--- config.mk ---
export PLATFORM = sky130hd
export DESIGN_NAME = imem_boot_loader
export DESIGN_NICKNAME = d
export VERILOG_FILES = /design/src/rtl/imem_boot_loader.sv
export SDC_FILE = /design/constraint.sdc
export NUM_CORES = 1
export LEC_CHECK = 0
export CAP_MARGIN = 5
export CORE_MARGIN = 2
export CORE_UTILIZATION = 50
export DETAILED_ROUTE_END_ITERATION = 6
export HOLD_SLACK_MARGIN = 0.02
export MAX_ROUTING_LAYER = met4
export PLACE_DENSITY = 0.77
export SYNTH_ARGS = -nofsm -noshare
export SYNTH_HDL_FRONTEND = slang
export SYNTH_SLANG_ARGS = --single-unit
--- constraint.sdc ---
create_clock -name clk -period 4.95 [get_ports clk]
set_input_delay 0.495 -clock clk [delete_from_list [all_inputs] [get_ports clk]]
set_output_delay 0.495 -clock clk [all_outputs]
set_load 0.02 [all_outputs]
--- src/rtl/imem_boot_loader.sv ---
// -----------------------------------------------------------------------------
// imem_boot_loader
//
// Writer side of the instruction-memory interface. Receives a program image as
// a valid/ready byte stream from a host source (UART RX, JTAG) and writes it
// word by word into instruction memory. The processor core is held in reset
// (cpu_resetn low) until the whole image has been loaded.
//
// Frame format:
//   0xA5 | N[7:0] | N[15:8] | 4*N data bytes (little-endian words) | [CHECKSUM]
//
// Optional feature macro: LOADER_CHECKSUM_EN
//   defined   -> one trailing byte must equal the 8-bit sum of all data bytes.
//                A match ends in DONE; a mismatch ends in ERROR.
//   undefined -> no checksum byte; the last data word leads directly to DONE.
//
// Parameters:
//   ADDR_WIDTH  word-address bits of instruction memory (MAX_WORDS = 2**ADDR_WIDTH, <= 16)
//   BASE_ADDR   byte address of the first word written (word aligned)
//
// Ports:
//   clk         in   1   system clock, rising edge
//   resetn      in   1   asynchronous active-low reset
//   rx_data     in   8   incoming byte
//   rx_valid    in   1   rx_data valid
//   rx_ready    out  1   loader accepts a byte (transfer on rx_valid && rx_ready)
//   mem_we      out  1   one-cycle instruction-memory write strobe
//   mem_addr    out  32  byte address of the write
//   mem_wdata   out  32  write data word
//   busy        out  1   frame in progress
//   done        out  1   image loaded (sticky)
//   error       out  1   frame rejected (sticky)
//   cpu_resetn  out  1   active-low core reset, released once done
// -----------------------------------------------------------------------------
module imem_boot_loader #(
    parameter int          ADDR_WIDTH = 10,
    parameter logic [31:0] BASE_ADDR  = 32'h0000_0000
) (
    input  logic        clk,
    input  logic        resetn,
    input  logic [7:0]  rx_data,
    input  logic        rx_valid,
    output logic        rx_ready,
    output logic        mem_we,
    output logic [31:0] mem_addr,
    output logic [31:0] mem_wdata,
    output logic        busy,
    output logic        done,
    output logic        error,
    output logic        cpu_resetn
);

    localparam logic [7:0]  SYNC_BYTE = 8'hA5;
    localparam logic [16:0] MAX_WORDS = 17'd1 << ADDR_WIDTH;

    typedef enum logic [2:0] {
        ST_IDLE   = 3'd0,
        ST_LEN_LO = 3'd1,
        ST_LEN_HI = 3'd2,
        ST_DATA   = 3'd3,
`ifdef LOADER_CHECKSUM_EN
        ST_CHECK  = 3'd4,
`endif
        ST_DONE   = 3'd5,
        ST_ERROR  = 3'd6
    } state_e;

    // State entered once the image payload has been fully received.
`ifdef LOADER_CHECKSUM_EN
    localparam state_e ST_AFTER_DATA = ST_CHECK;
`else
    localparam state_e ST_AFTER_DATA = ST_DONE;
`endif

    state_e        state_q, state_d;
    logic [15:0]   len_q, len_d;
    logic [16:0]   word_idx_q, word_idx_d;   // one extra bit so N == MAX_WORDS never wraps
    logic [1:0]    byte_cnt_q, byte_cnt_d;
    logic [23:0]   asm_q, asm_d;             // low three bytes of the word being assembled
`ifdef LOADER_CHECKSUM_EN
    logic [7:0]    sum_q, sum_d;
`endif
    logic          rx_ready_q, rx_ready_d;
    logic          mem_we_q, mem_we_d;
    logic [31:0]   mem_addr_q, mem_addr_d;
    logic [31:0]   mem_wdata_q, mem_wdata_d;
    logic          busy_q, busy_d;
    logic          done_q, done_d;
    logic          error_q, error_d;
    logic          cpu_resetn_q, cpu_resetn_d;
    logic          accept_s;

    assign accept_s = rx_valid && rx_ready_q;

    // Next-state, datapath and registered-output decode.
    always_comb begin
        state_d     = state_q;
        len_d       = len_q;
        word_idx_d  = word_idx_q;
        byte_cnt_d  = byte_cnt_q;
        asm_d       = asm_q;
`ifdef LOADER_CHECKSUM_EN
        sum_d       = sum_q;
`endif
        mem_we_d    = 1'b0;
        mem_addr_d  = mem_addr_q;
        mem_wdata_d = mem_wdata_q;

        case (state_q)
            ST_IDLE: begin
                if (accept_s && (rx_data == SYNC_BYTE)) begin
                    state_d    = ST_LEN_LO;
                    word_idx_d = 17'd0;
                    byte_cnt_d = 2'd0;
                    asm_d      = 24'd0;
`ifdef LOADER_CHECKSUM_EN
                    sum_d      = 8'd0;
`endif
                end else begin
                    state_d = ST_IDLE;
                end
            end
            ST_LEN_LO: begin
                if (accept_s) begin
                    len_d[7:0] = rx_data;
                    state_d    = ST_LEN_HI;
                end else begin
                    state_d = ST_LEN_LO;
                end
            end
            ST_LEN_HI: begin
                if (accept_s) begin
                    len_d = {rx_data, len_q[7:0]};
                    if ({1'b0, len_d} > MAX_WORDS) begin
                        state_d = ST_ERROR;
                    end else if (len_d == 16'd0) begin
                        state_d = ST_AFTER_DATA;
                    end else begin
                        state_d = ST_DATA;
                    end
                end else begin
                    state_d = ST_LEN_HI;
                end
            end
            ST_DATA: begin
                if (accept_s) begin
`ifdef LOADER_CHECKSUM_EN
                    sum_d      = sum_q + rx_data;
`endif
                    byte_cnt_d = byte_cnt_q + 2'd1;
                    if (byte_cnt_q == 2'd3) begin
                        // Final byte of a word: the only place a write is issued.
                        mem_we_d    = 1'b1;
                        mem_addr_d  = BASE_ADDR + {13'd0, word_idx_q, 2'b00};
                        mem_wdata_d = {rx_data, asm_q};
                        word_idx_d  = word_idx_q + 17'd1;
                        if (word_idx_d == {1'b0, len_q}) begin
                            state_d = ST_AFTER_DATA;
                        end else begin
                            state_d = ST_DATA;
                        end
                    end else begin
                        // Shift in from the top so byte k ends up at [8k+7:8k].
                        asm_d   = {rx_data, asm_q[23:8]};
                        state_d = ST_DATA;
                    end
                end else begin
                    state_d = ST_DATA;
                end
            end
`ifdef LOADER_CHECKSUM_EN
            ST_CHECK: begin
                if (accept_s) begin
                    if (rx_data == sum_q) begin
                        state_d = ST_DONE;
                    end else begin
                        state_d = ST_ERROR;
                    end
                end else begin
                    state_d = ST_CHECK;
                end
            end
`endif
            ST_DONE:  state_d = ST_DONE;
            ST_ERROR: state_d = ST_ERROR;
            default:  state_d = ST_ERROR;
        endcase

        // Handshake follows the next state so no byte is taken once a terminal state is reached.
        rx_ready_d = (state_d == ST_IDLE) || (state_d == ST_LEN_LO) ||
                     (state_d == ST_LEN_HI) || (state_d == ST_DATA)
`ifdef LOADER_CHECKSUM_EN
                     || (state_d == ST_CHECK)
`endif
                     ;
        busy_d     = rx_ready_d && (state_d != ST_IDLE);
        // Status follows the current state, so done/cpu_resetn rise one cycle
        // after the final write strobe rather than together with it.
        done_d       = (state_q == ST_DONE);
        cpu_resetn_d = (state_q == ST_DONE);
        error_d      = (state_q == ST_ERROR);
    end

    // State, counters and registered outputs.
    always_ff @(posedge clk or negedge resetn) begin
        if (!resetn) begin
            state_q      <= ST_IDLE;
            len_q        <= 16'd0;
            word_idx_q   <= 17'd0;
            byte_cnt_q   <= 2'd0;
            asm_q        <= 24'd0;
`ifdef LOADER_CHECKSUM_EN
            sum_q        <= 8'd0;
`endif
            rx_ready_q   <= 1'b0;
            mem_we_q     <= 1'b0;
            mem_addr_q   <= BASE_ADDR;
            mem_wdata_q  <= 32'd0;
            busy_q       <= 1'b0;
            done_q       <= 1'b0;
            error_q      <= 1'b0;
            cpu_resetn_q <= 1'b0;
        end else begin
            state_q      <= state_d;
            len_q        <= len_d;
            word_idx_q   <= word_idx_d;
            byte_cnt_q   <= byte_cnt_d;
            asm_q        <= asm_d;
`ifdef LOADER_CHECKSUM_EN
            sum_q        <= sum_d;
`endif
            rx_ready_q   <= rx_ready_d;
            mem_we_q     <= mem_we_d;
            mem_addr_q   <= mem_addr_d;
            mem_wdata_q  <= mem_wdata_d;
            busy_q       <= busy_d;
            done_q       <= done_d;
            error_q      <= error_d;
            cpu_resetn_q <= cpu_resetn_d;
        end
    end

    assign rx_ready   = rx_ready_q;
    assign mem_we     = mem_we_q;
    assign mem_addr   = mem_addr_q;
    assign mem_wdata  = mem_wdata_q;
    assign busy       = busy_q;
    assign done       = done_q;
    assign error      = error_q;
    assign cpu_resetn = cpu_resetn_q;

endmodule

==> results of run 1 <==
==> power by group <==
group | total [mW] | switching (mW) | internal (mW)
logic | 0.0474 | 0.0384 | 0.00900
clock network | 1.18 | 0.434 | 0.744
registers | 0.949 | 0 | 0.949
==> registers in the layout (all words and copies together) (netlist names) <==
name,count
mem_wdata,32
asm_q,24
mem_addr,17
word_idx_q,17
len_q,16
state_q,3
byte_cnt_q,2
busy,1
cpu_resetn,1
error,1
mem_we,1
rx_ready,1
==> kinds of logic (layout without fill, tap and decap cells) <==
family	Yosys count	after routing	share of synthesized area [%]
compound gates	92	92	12.33
buf+inv	48	104	4.811
mux	17	17	3.573
fa+ha+maj	2	2	0.4670
other cells	1	15	0.06999
flops	116	116	54.18
simple gates	245	245	20.97
xor+xnor	22	22	3.596
==> through the flow <==
stage          hold slack, ps  cells
5_1_grt                 170.7    749
6_report                86.72    749
3_3_place_gp            458.4    717
4_1_cts                 119.2    749
3_5_place_dp            462.7    717
2_1_floorplan           199.4    557
==> how the worst max path moves through the flow <==
| stage | from | endpoint | slack, ps |
|---|---|---|---|
| floorplan | word_idx_q[0] | rx_ready | 2670 |
| global placement | rx_valid | word_idx_q[10] | 1860 |
| detailed placement | rx_valid | word_idx_q[10] | 1740 |
| CTS | word_idx_q[0] | busy | 1980 |
| global route | word_idx_q[0] | rx_ready | 1730 |
| finish | word_idx_q[0] | busy | 1970 |
==> routing by layer <==
layer | up-vias | part of all wire [%] | track usage [%] | wire length [microns]
met4 | 0 | 1.6 | 8.516 | 199
met1 | 2047 | 44 | 29.37 | 5487
met2 | 108 | 50 | 37.65 | 6221
met3 | 19 | 4.1 | 5.508 | 503
li1 | 1966 | - | - | -
met5 | - | 0 | - | 0
==> area by class of cell <==
| cell class | instances | area (sq um) | area share (%) |
|---|---|---|---|
| Clock inverter | 11 | 128.9 | 1.956 |
| Timing Repair Buffer | 68 | 670.6 | 10.18 |
| Clock buffer | 21 | 449.2 | 6.817 |
| Sequential cell | 116 | 2903 | 44.06 |
| Tap cell | 136 | 170.2 | 2.583 |
| Inverter | 4 | 15.01 | 0.2279 |
| Multi-Input combinational cell | 393 | 2252 | 34.18 |
==> cell usage in the layout, fill, tap and decap left out, types with 3 or more instances in the layout <==
master,Yosys,routed
sky130_fd_sc_hd__a21oi_1,9,9
sky130_fd_sc_hd__a22o_1,26,26
sky130_fd_sc_hd__and3_1,5,5
sky130_fd_sc_hd__buf_4,16,4
sky130_fd_sc_hd__clkbuf_16,0,16
sky130_fd_sc_hd__clkbuf_8,0,3
sky130_fd_sc_hd__clkdlybuf4s50_1,0,64
sky130_fd_sc_hd__clkinv_4,0,5
sky130_fd_sc_hd__conb_1,1,15
sky130_fd_sc_hd__dfrtp_1,116,116
sky130_fd_sc_hd__inv_1,3,3
sky130_fd_sc_hd__mux2_2,17,17
sky130_fd_sc_hd__nand2_1,161,160
sky130_fd_sc_hd__nand2b_1,3,3
sky130_fd_sc_hd__nand3_1,9,9
sky130_fd_sc_hd__nand3b_1,4,4
sky130_fd_sc_hd__nand4_1,7,7
sky130_fd_sc_hd__nor2_1,19,19
sky130_fd_sc_hd__nor2b_1,4,4
sky130_fd_sc_hd__nor3_1,6,6
sky130_fd_sc_hd__nor4_1,8,8
sky130_fd_sc_hd__o21ai_0,28,28
sky130_fd_sc_hd__o31ai_1,7,7
sky130_fd_sc_hd__xnor2_1,16,16
sky130_fd_sc_hd__xor2_1,6,6
==> flow_results.org, run 1 <==
** Logic synthesis
- Dominant cell type by area after synthesis :: sky130_fd_sc_hd__dfrtp_1
- Most used standard cell by instance count after synthesis :: sky130_fd_sc_hd__nand2_1
- Mean cell area of the mapped netlist :: 9.867 sq um
- The synthesized design contains 0 enable-type register cells.
- Share of the synthesized area in the top cell type :: 54.18%
- The cell area that synthesis handed to floorplanning was 5358 sq um.
- The cell count after synthesis came out at 543.
- Yosys printed 0 warnings.
- Number of register bits inferred by synthesis :: 116
- After synthesis, the share of flip-flops with an asynchronous set or reset is 100.0%.
- Most common library cells after synthesis :: sky130_fd_sc_hd__nand2_1, sky130_fd_sc_hd__dfrtp_1, sky130_fd_sc_hd__o21ai_0, sky130_fd_sc_hd__a22o_1, sky130_fd_sc_hd__nor2_1
- For this run, the register share of the synthesized area comes to 54.18%.
- Most area-consuming cells after synthesis :: sky130_fd_sc_hd__dfrtp_1, sky130_fd_sc_hd__nand2_1, sky130_fd_sc_hd__a22o_1, sky130_fd_sc_hd__mux2_2, sky130_fd_sc_hd__o21ai_0
- Number of distinct library cells after synthesis :: 61
- For this run, the leading register cell type out of synthesis is sky130_fd_sc_hd__dfrtp_1.

** Die
- The total area inside the core boundary comes to 10370 sq um.
- 81 I/O pins were placed.
- Die Ht :: 107.5 microns
- Full die area :: 11560 sq um
- Total number of placement rows :: 37
- Die Span X :: 107.5 microns
- Once the floorplan was initialized, standard cells occupied 51.67% of the core.

** Drt
- Remaining number of nets flagged by the antenna check after routing :: 0
- Number of vias in the routed layout :: 4140
- The final layout contains routed wiring with a total length of 12410 microns.
- Post-detailed-route via-to-cell ratio :: 5.527
- Number of DRC markers after the initial detailed-route iteration :: 198
- The first TritonRoute pass finished after 4 iterations.
- After detailed routing, the number of remaining DRC violations is 0.
- Dividing the detail-routed wire length by the instance count gives 16.57 microns.

** Clock tree
- Post-cts resize count :: 0
- Clock tree from TritonCTS :: done
- Clock tree synthesis selected as its root buffer the cell sky130_fd_sc_hd__clkbuf_8.
- Buffers inserted to repair hold after CTS numbered 0.
- Number of levels the H-tree was split into :: 4
- Clock latency on the worst-skew pair, taken at its later pin, is 520 ps.
- The longest clock path from root to sink contains 2 buffers.
- Clock tree synthesis inserted a total of 17 buffers.
- Total setup buffers inserted after CTS :: 0
- The clock drives 116 sinks.
- After clock tree synthesis, the clock-pin slew on the worst setup and hold paths is 60 ps.

** Setup path
- Kind of critical path :: reg2reg
- Grouping stages by cell kind, the critical path spends the most delay in simple AND/OR/NAND/NOR gates.
- Critical path's most frequent cell :: sky130_fd_sc_hd__nor4_1
- Critical path fanouts, max :: 11
- Worst reg2reg setup slack :: 1970 ps
- For the worst setup path, the data arrival time is 3370 ps.
- The critical path runs through a total of 7 cells.
- The number of buffers and inverters on the critical path is 0.
- Worst path slowest cell :: sky130_fd_sc_hd__nor4_1
- Type of element launching the critical path :: register
- Data required, critical path :: 5330 ps
- Largest stage delay, worst path :: 640 ps
- Cell depth of the worst flop-to-flop path :: 7
- CP Cell Sequence :: ha_1 > nand3_1 > nor4_1 > xnor2_1 > nand4_1 > nor4_1 > a21oi_1
- The endpoint identified for the worst register-to-register timing path is busy.
- Critical Path End Type :: register
- In this run the critical register-to-register path is launched from word_idx_q[0].

** STA
- Setup TNS :: 0 ps
- The count of endpoints failing hold in the final timing report came to 0.
- Slew Limit Headroom :: 17.94%
- Number of max-slew violations in the final report :: 0
- Final setup skew :: 7.318 ps
- In the post-route analysis, the smallest setup slack over all paths is 1967 ps.
- The worst path uses 60.26% of the clock period.
- Final count of negative-setup-slack endpoints :: 0
- Subtracting the final worst setup slack from the clock period gives 2983 ps.
- Unrepaired setup endpoints after global routing :: no
- At the pin with the least slew margin, the transition time is 1228 ps.
- Derived from the worst setup path, the maximum achievable clock frequency is 0.3352 GHz.

** Layout
- The final layout contains 613 nets.
- Relative to the synthesized area, the layout overhead comes to 22.98%.
- With fillers left out, the area of the finished cells amounts to 6589 sq um.
- The repair_antennas step left the layout with diodes totalling 0.
- Share of final-layout standard cells stronger than drive strength 1 :: 10.44%
- Cells fill 63.54% of the core in the end.
- Fillcell total :: 840

** Global routing
- First-pass GRT wire length :: 20290 microns
- Entering global routing, the biggest net connects 71 pins.
- Global routing used 23.51% of the available tracks across all layers.
- Number of global-route vias before repair :: 4090
- The number of antenna violations at the first check in global routing is 0.
- Summed over all layers, the global routing overflow is 0.

** Placement
- Routability-driven placement finished with a final weighted congestion of 0.8204.
- Total half-perimeter wirelength after legalization and detailed placement :: 8237 microns
- Prior to clock tree synthesis, the placed netlist has a worst setup slack of 1739 ps.
- Buffers on Ports :: 65
- In this run the cell area measured after placement is 6011 sq um.

** Pwr
- The analysis attributes to cell leakage a power of 3.179 nW.
- Power density over the cells :: 330.0 nW/um^2
- Across the VDD grid, the largest voltage drop is 203.2 uV.
- Total power after layout :: 2.174 mW

** Outcome
- Outcome :: finished clean

** Flow run
- Max-cap check violation count :: 0

** Worst hold path
- Class of the tightest hold or removal check :: in2async
Note: power is estimated with default switching activity, not from simulation.
==> run 2, diff against run 1 <==
==> constraint.sdc (replaced) <==
create_clock -name clk -period 3.11 [get_ports clk]
set_input_delay 0.311 -clock clk [delete_from_list [all_inputs] [get_ports clk]]
set_output_delay 0.311 -clock clk [all_outputs]
set_load 0.02 [all_outputs]
==> run 2 against run 1 <==
  * Register-to-register slack got worse by 1600 ps
  * Utilization rose by 1.7 points
  * Non-clock buffer count rose by 10
  * Design area rose by 2.7%
  * Combinational power rose by 73%
==> flow_results.org, run 2 (synthesis gave the netlist of run 1 again) <==
** Layout
- The flip-flop count of the largest register, all copies and words added was 32 (unchanged).
- The commonest non-fill, non-tap cell in the layout is sky130_fd_sc_hd__nand2_1 (unchanged).
- Final Instance Count excl. Fillers :: 759 (was 749)
- The antenna diode count is 0 (unchanged).
- The final-stage net count is 623 (was 613).
- The share of post-route cells with drive strength above 1 came to 11.88% (was 10.44%).
- The cell area after layout is 6765 sq um (was 6589 sq um).
- The signed area change from the synthesized netlist to the final layout was 26.27% (was 22.98%).
- Highest-count cells in the layout ignoring fill and taps :: sky130_fd_sc_hd__nand2_1, sky130_fd_sc_hd__dfrtp_1, sky130_fd_sc_hd__clkdlybuf4s50_1 (unchanged)

** Die
- I/O pin count :: 81 (unchanged)
- The full die area was 11560 sq um (unchanged).
- The site row count came to 37 (unchanged).
- The effective utilization at floorplan came to 51.67% (unchanged).
- Die Span X :: 107.5 microns (unchanged)
- Core box area :: 10370 sq um (unchanged)
- The height of the die is 107.5 microns (unchanged).

** Clock tree
- Clock tree from TritonCTS :: done (unchanged)
- TritonCTS Sinks :: 116 (unchanged)
- The clock slew seen by the registers of the worst setup and hold paths is 60 ps (about the same).
- The total CTS buffers was 17 (unchanged).
- The clock tree buffer depth is 2 (unchanged).
- The CTS root buffer is sky130_fd_sc_hd__clkbuf_8 (unchanged).
- The clock latency on the worst-skew pair came to 520 ps (about the same).
- Number of levels the H-tree was split into :: 4 (unchanged)
- Total setup buffers inserted after CTS :: 0 (unchanged)

** Drt
- DRC violation count after routing :: 0 (unchanged)
- Post-detailed-route via-to-cell ratio :: 5.603 (was 5.527)
- Number of DRC markers after the initial detailed-route iteration :: 264 (was 198)
- Remaining number of nets flagged by the antenna check after routing :: 0 (unchanged)
- Total Routed Length :: 12810 microns (was 12410 microns)
- The number of vias after detailed routing came to 4253 (was 4140).
- The count of TritonRoute iterations in the first routing pass is 5 (was 4).
- The routed wire length per instance came to 16.88 microns (was 16.57 microns).

** Setup path
- The required time of the worst setup path was 3490 ps (was 5330 ps).
- The launching element type of the critical path is a register (unchanged).
- The data arrival time of the critical path is 3090 ps (was 3370 ps).
- Kind of critical path :: reg2reg (unchanged)
- Critical Path End Type :: register (unchanged)
- The largest fanout of any net on the critical path was 9 (was 11).

** Pwr
- Power density over the cells :: 560.7 nW/um^2 (was 330.0 nW/um^2)
- The leakage power figure came to 3.268 nW (was 3.179 nW).
- Peak ir drop on the vdd network :: 345.4 uV (was 203.2 uV)

** STA
- Unrepaired setup endpoints after global routing :: no (unchanged)
- The setup slack after layout is 400.6 ps (was 1967 ps).
- Final worst path period share :: 87.12% (was 60.26%)
- The final-layout setup total negative slack came to 0 ps (unchanged).
- Maximum clock rate :: 0.3691 GHz (was 0.3352 GHz)
- The final clock skew was 6.030 ps (was 7.318 ps).
- The time the final worst path needs with I/O delays and setup came to 2709 ps (was 2983 ps).
- Final count of negative-setup-slack endpoints :: 0 (unchanged)
- Final hold violation count :: 0 (unchanged)
- The count of pins over their slew limit came to 0 (unchanged).
- The worst max-slew margin expressed relative to the limit is 15.39% (was 17.94%).
- The slew at the pin closest to its max-slew limit was 1266 ps (was 1228 ps).

** Flow run
- Max-cap check violation count :: 0 (unchanged)

** Global routing
- The wire length of the first global-routing pass came to 21440 microns (was 20290 microns).
- The number of antenna violations at the first check in global routing was 0 (unchanged).
- Maximum number of pins on one net before global-route repair :: 72 (was 71)
- The total track usage came to 24.79% (was 23.51%).
- Number of global-route vias before repair :: 4220 (was 4090)
- The leftover overflow at the end of global routing is 0 (unchanged).

** Placement
- Total half-perimeter wirelength after legalization and detailed placement :: 8267 microns (was 8237 microns)
- Buffers on Ports :: 65 (unchanged)
- Worst Setup Slack post-DPL :: 364.2 ps (was 1739 ps)
- Placer's final routability congestion estimate :: 0.9302 (was 0.8204)
- The cell total after placement came to 726 (was 717).
- The post-place instance area came to 6091 sq um (was 6011 sq um).

** Worst hold path
- Class of the tightest hold or removal check :: in2async (unchanged)

** Outcome
- Outcome: finished clean (unchanged).
run 2: repair_timing:
action / in CTS / in global routing
resized for setup: 0 / 0
hold buffers: 1 / 0
endpoints found under the hold margin: 54 / 0
run 2: final timing paths:
check / depth (start not counted) / slack [ps] / start / to
min in group clk: 3 / 450 / rx_data[4] / mem_wdata[28]
worst min register to register: 2 / 470 / mem_wdata[3] / mem_wdata[3]
worst max register to register: 7 / 400 / word_idx_q[0] / busy
worst max-delay path: 7 / 400 / word_idx_q[0] / busy
worst min-delay path: 2 / 380 / resetn / mem_wdata[4]
max in group asynchronous: 3 / 1930 / resetn / mem_addr[11]
run 2: area by class of cell:
class / count / area [sq um]
fill: 829 / 3605
sequential: 116 / 2903
multi-input combinational: 393 / 2252
timing repair buffer: 78 / 760.7
clock buffer: 18 / 417.9
clock inverter: 14 / 246.5
tap: 136 / 170.2
inverter: 4 / 15.01
run 2: metal layers:
metal	vias up	global-route usage, %	share of wire (%)	wire [microns]
met3	16	6.901	4.5	580
met2	129	39.35	50	6398
met1	2132	31.46	44	5672
met4	0	6.960	1.3	161
met5	-	-	0	0
li1	1976	-	-	-
run 2: worst max-delay path, cell delays in order (launching register included):
cell and delay (ps):
sky130_fd_sc_hd__dfrtp_1 510, sky130_fd_sc_hd__ha_1 340, sky130_fd_sc_hd__nand3_1 220, sky130_fd_sc_hd__or3_1 410
sky130_fd_sc_hd__a211oi_1 230, sky130_fd_sc_hd__o21ai_0 240, sky130_fd_sc_hd__a2111oi_4 480, sky130_fd_sc_hd__a21oi_1 130
run 2: per-stage QoR:
step / util, % / hold slack, ps / power, mW
2_1_floorplan: - / 15.41 / 1.572
3_3_place_gp: 58.74 / 396.8 / 1.618
3_5_place_dp: 58.74 / 410.1 / 1.620
4_1_cts: 65.24 / 402.2 / 3.813
5_1_grt: 65.24 / 441.0 / 3.903
6_report: 65.24 / 382.0 / 3.793
run 2: power breakdown:
| group | total [mW] | internal (mW) | switching [mW] |
|---|---|---|---|
| logic | 0.0820 | 0.0203 | 0.0617 |
| clock network | 2.20 | 1.47 | 0.728 |
| registers | 1.51 | 1.51 | 0 |
| total | 3.79 | 3.00 | 0.789 |
==> run 3, diff against run 2 <==
--- a/config.mk
+++ b/config.mk
@@ -9,6 +9,7 @@
 export CORE_MARGIN = 2
 export CORE_UTILIZATION = 50
 export DETAILED_ROUTE_END_ITERATION = 6
+export GPL_TIMING_DRIVEN = 0
 export HOLD_SLACK_MARGIN = 0.02
 export MAX_ROUTING_LAYER = met4
 export PLACE_DENSITY = 0.77
==> run 3 against run 2 <==
  * Count of clock-buffer cells in the layout up 1
  * Critical path type unchanged
  * Critical endpoint unchanged
  * Fmax fell by 5.9%
  * Largest power group unchanged
  * Die area is the same
==> flow_results.org, run 3 (synthesis gave the netlist of run 1 again) <==
** Global routing
- The pin count of the biggest net entering global routing was 75 (was 72).
- The number of antenna violations at the first check in global routing was 0 (unchanged).
- First-pass GRT wire length :: 21500 microns (was 21440 microns)
- Number of global-route vias before repair :: 4274 (was 4220)
- Global route overflow :: 0 (unchanged)
- GRT Total Usage :: 24.98% (was 24.79%)

** Drt
- The count of routing violations after the opening detailed-route iteration is 287 (was 264).
- Total Routed Length :: 13140 microns (was 12810 microns)
- The via count normalized by instance count came to 5.543 (was 5.603).
- The number of routed nets with antenna violations was 0 (unchanged).
- The count of TritonRoute iterations in the first routing pass came to 5 (unchanged).
- Post-DR wirelength/cell :: 16.59 microns (was 16.88 microns)
- The DRC violation count after routing was 0 (unchanged).
- Number of vias in the routed layout :: 4390 (was 4253)

** STA
- Pin slew with the least headroom to its limit :: 905.8 ps (was 1266 ps)
- The achievable frequency came to 0.3473 GHz (was 0.3691 GHz).
- The count of pins over their slew limit came to 0 (unchanged).
- The worst max-slew margin expressed relative to the limit came to 39.61% (was 15.39%).
- The number of setup violations in the final report was 0 (unchanged).
- Least setup slack across all paths after layout :: 231.0 ps (was 400.6 ps)
- Final setup skew :: 9.900 ps (was 6.030 ps)
- Unrepaired setup endpoints after global routing :: no (unchanged)
- Final critical path time including I/O delays and setup :: 2879 ps (was 2709 ps)
- Final hold violation count :: 0 (unchanged)
- Final worst path period share :: 92.57% (was 87.12%)

** Layout
- Highest-count cells in the layout ignoring fill and taps: sky130_fd_sc_hd__nand2_1, sky130_fd_sc_hd__dfrtp_1, sky130_fd_sc_hd__clkdlybuf4s50_1 (unchanged).
- The final-stage net count is 656 (was 623).
- Commonest non-fill, non-tap cell in the layout :: sky130_fd_sc_hd__nand2_1 (unchanged)
- The antenna diode count came to 0 (unchanged).
- Fillcell total :: 818 (was 829)
- The combined area of the multi-input logic cells was 2250 sq um (was 2252 sq um).
- Flip-flop count of the largest register after layout :: 32 (unchanged)
- The signed area change from the synthesized netlist to the final layout was 29.15% (was 26.27%).
- Final Instance Count excl. Fillers :: 792 (was 759)
- Area taken by flip-flops and latches :: 2903 sq um (unchanged)
- The share of post-route cells with drive strength above 1 came to 13.41% (was 11.88%).
- The cell area after layout came to 6919 sq um (was 6765 sq um).

** Setup path
- The launching element type of the critical path is a register (unchanged).
- Worst path slowest cell :: sky130_fd_sc_hd__nor4_1 (was sky130_fd_sc_hd__dfrtp_1)
- The buffer and inverter count on the worst path is 2 (was 0).
- Data required, critical path :: 3500 ps (was 3490 ps)
- The data arrival time of the critical path was 3270 ps (was 3090 ps).
- The source of the worst register-to-register timing path is word_idx_q[0] (unchanged).
- Critical path fanouts, max :: 10 (was 9)
- Critical Path End Type :: register (unchanged)
- In this design, the critical path's most frequently occurring cell is sky130_fd_sc_hd__nor4_1.
- Largest delay share family, worst path :: simple AND/OR/NAND/NOR gates (was compound AO/OA/AOI/OAI gates)
- CP Cell Sequence :: ha_1 > clkbuf_2 > nand3_1 > buf_2 > nor4_1 > xnor2_1 > nand4_1 > nor4_1 > a21oi_1 (was ha_1 > nand3_1 > or3_1 > a211oi_1 > o21ai_0 > a2111oi_4 > a21oi_1)
- Critical path launch point :: word_idx_q[0] (unchanged)
- The delay of the slowest critical-path stage was 560 ps (was 510 ps).
- The start-to-end type of the worst setup path was reg2reg (unchanged).

** Die
- The core region area came to 10370 sq um (unchanged).
- Die Span X :: 107.5 microns (unchanged)
- The boundary pin count came to 81 (unchanged).
- The height of the die was 107.5 microns (unchanged).
- The effective utilization at floorplan is 51.67% (unchanged).
- The full die area came to 11560 sq um (unchanged).
- Total number of placement rows :: 37 (unchanged)

** Placement
- The post-place instance area is 6248 sq um (was 6091 sq um).
- Number of cells in the design after placement :: 759 (was 726)
- Total half-perimeter wirelength after legalization and detailed placement :: 8783 microns (was 8267 microns)
- Worst Setup Slack post-DPL :: 274.3 ps (was 364.2 ps)
- Placer's final routability congestion estimate :: 0.8728 (was 0.9302)
- Buffers on Ports :: 65 (unchanged)

** Clock tree
- Total setup buffers inserted after CTS :: 0 (unchanged)
- CTS root buf :: sky130_fd_sc_hd__clkbuf_8 (unchanged)
- CTS Hold Buffers Added :: 1 (unchanged)
- The clock latency on the worst-skew pair was 530 ps (was 520 ps).
- Clock tree from TritonCTS :: done (unchanged)
- The total CTS buffers came to 17 (unchanged).
- Number of levels the H-tree was split into :: 4 (unchanged)
- The number of sinks on the clock net was 116 (unchanged).
- The post-cts gate resize count is 0 (unchanged).
- Worst-case clock buffer depth :: 2 (unchanged)
- The clock slew seen by the registers of the worst setup and hold paths came to 60 ps (about the same).

** Pwr
- Peak ir drop on the vdd network :: 315.4 uV (was 345.4 uV)
- Power density over the cells :: 545.3 nW/um^2 (was 560.7 nW/um^2)
- The leakage power figure is 3.371 nW (was 3.268 nW).
- The total power was 3.773 mW (was 3.793 mW).

** Outcome
- Outcome :: finished clean (unchanged)

** Flow run
- The max-cap violation count was 0 (unchanged).

** Worst hold path
- Class of the tightest hold or removal check :: in2async (unchanged)
## run 3: per-stage QoR
step	hold WS, ps	utilization, %	TNS, ps
after floorplan	15.41	-	0
after global placement	456.5	60.09	-291690
after detailed placement	461.6	60.26	0
after CTS	470.8	66.72	0
after global routing	490.6	66.72	0
final	462.6	66.72	0
## run 3: worst paths after layout
path                       slack (ps)             to  cells past startpoint
min in group clk                  470   mem_addr[17]                      2
min reg2reg                       470   mem_addr[17]                      2
max reg2reg                       230           busy                      9
min                               460   mem_wdata[3]                      2
max in group asynchronous        1910  word_idx_q[6]                      3
max                               230           busy                      9
## run 3: cell type report
cell class,count,share of cell area (%)
inverters,4,0.2170
clock inverters,13,3.165
plain buffers,44,3.508
multi-input cells,393,32.51
clock buffers,19,6.383
flip-flops and latches,116,41.95
well taps,136,2.459
repair buffers,67,9.801
## run 3: layer usage
metal	vias to the layer above	routed length [microns]	part of all wire [%]	GRT usage (%)
li1	2051	-	-	-
met1	2138	5643	43	31.46
met2	173	6412	49	38.90
met3	28	750	5.7	5.690
met4	0	330	2.5	10.99
met5	-	0	0	-
## run 3: power breakdown
part	internal (mW)	leakage, nW	switching (mW)
combinational	0.0296	1.45	0.0631
sequential	1.51	1.60	0
clock	1.44	0.320	0.732
total	2.98	3.37	0.795
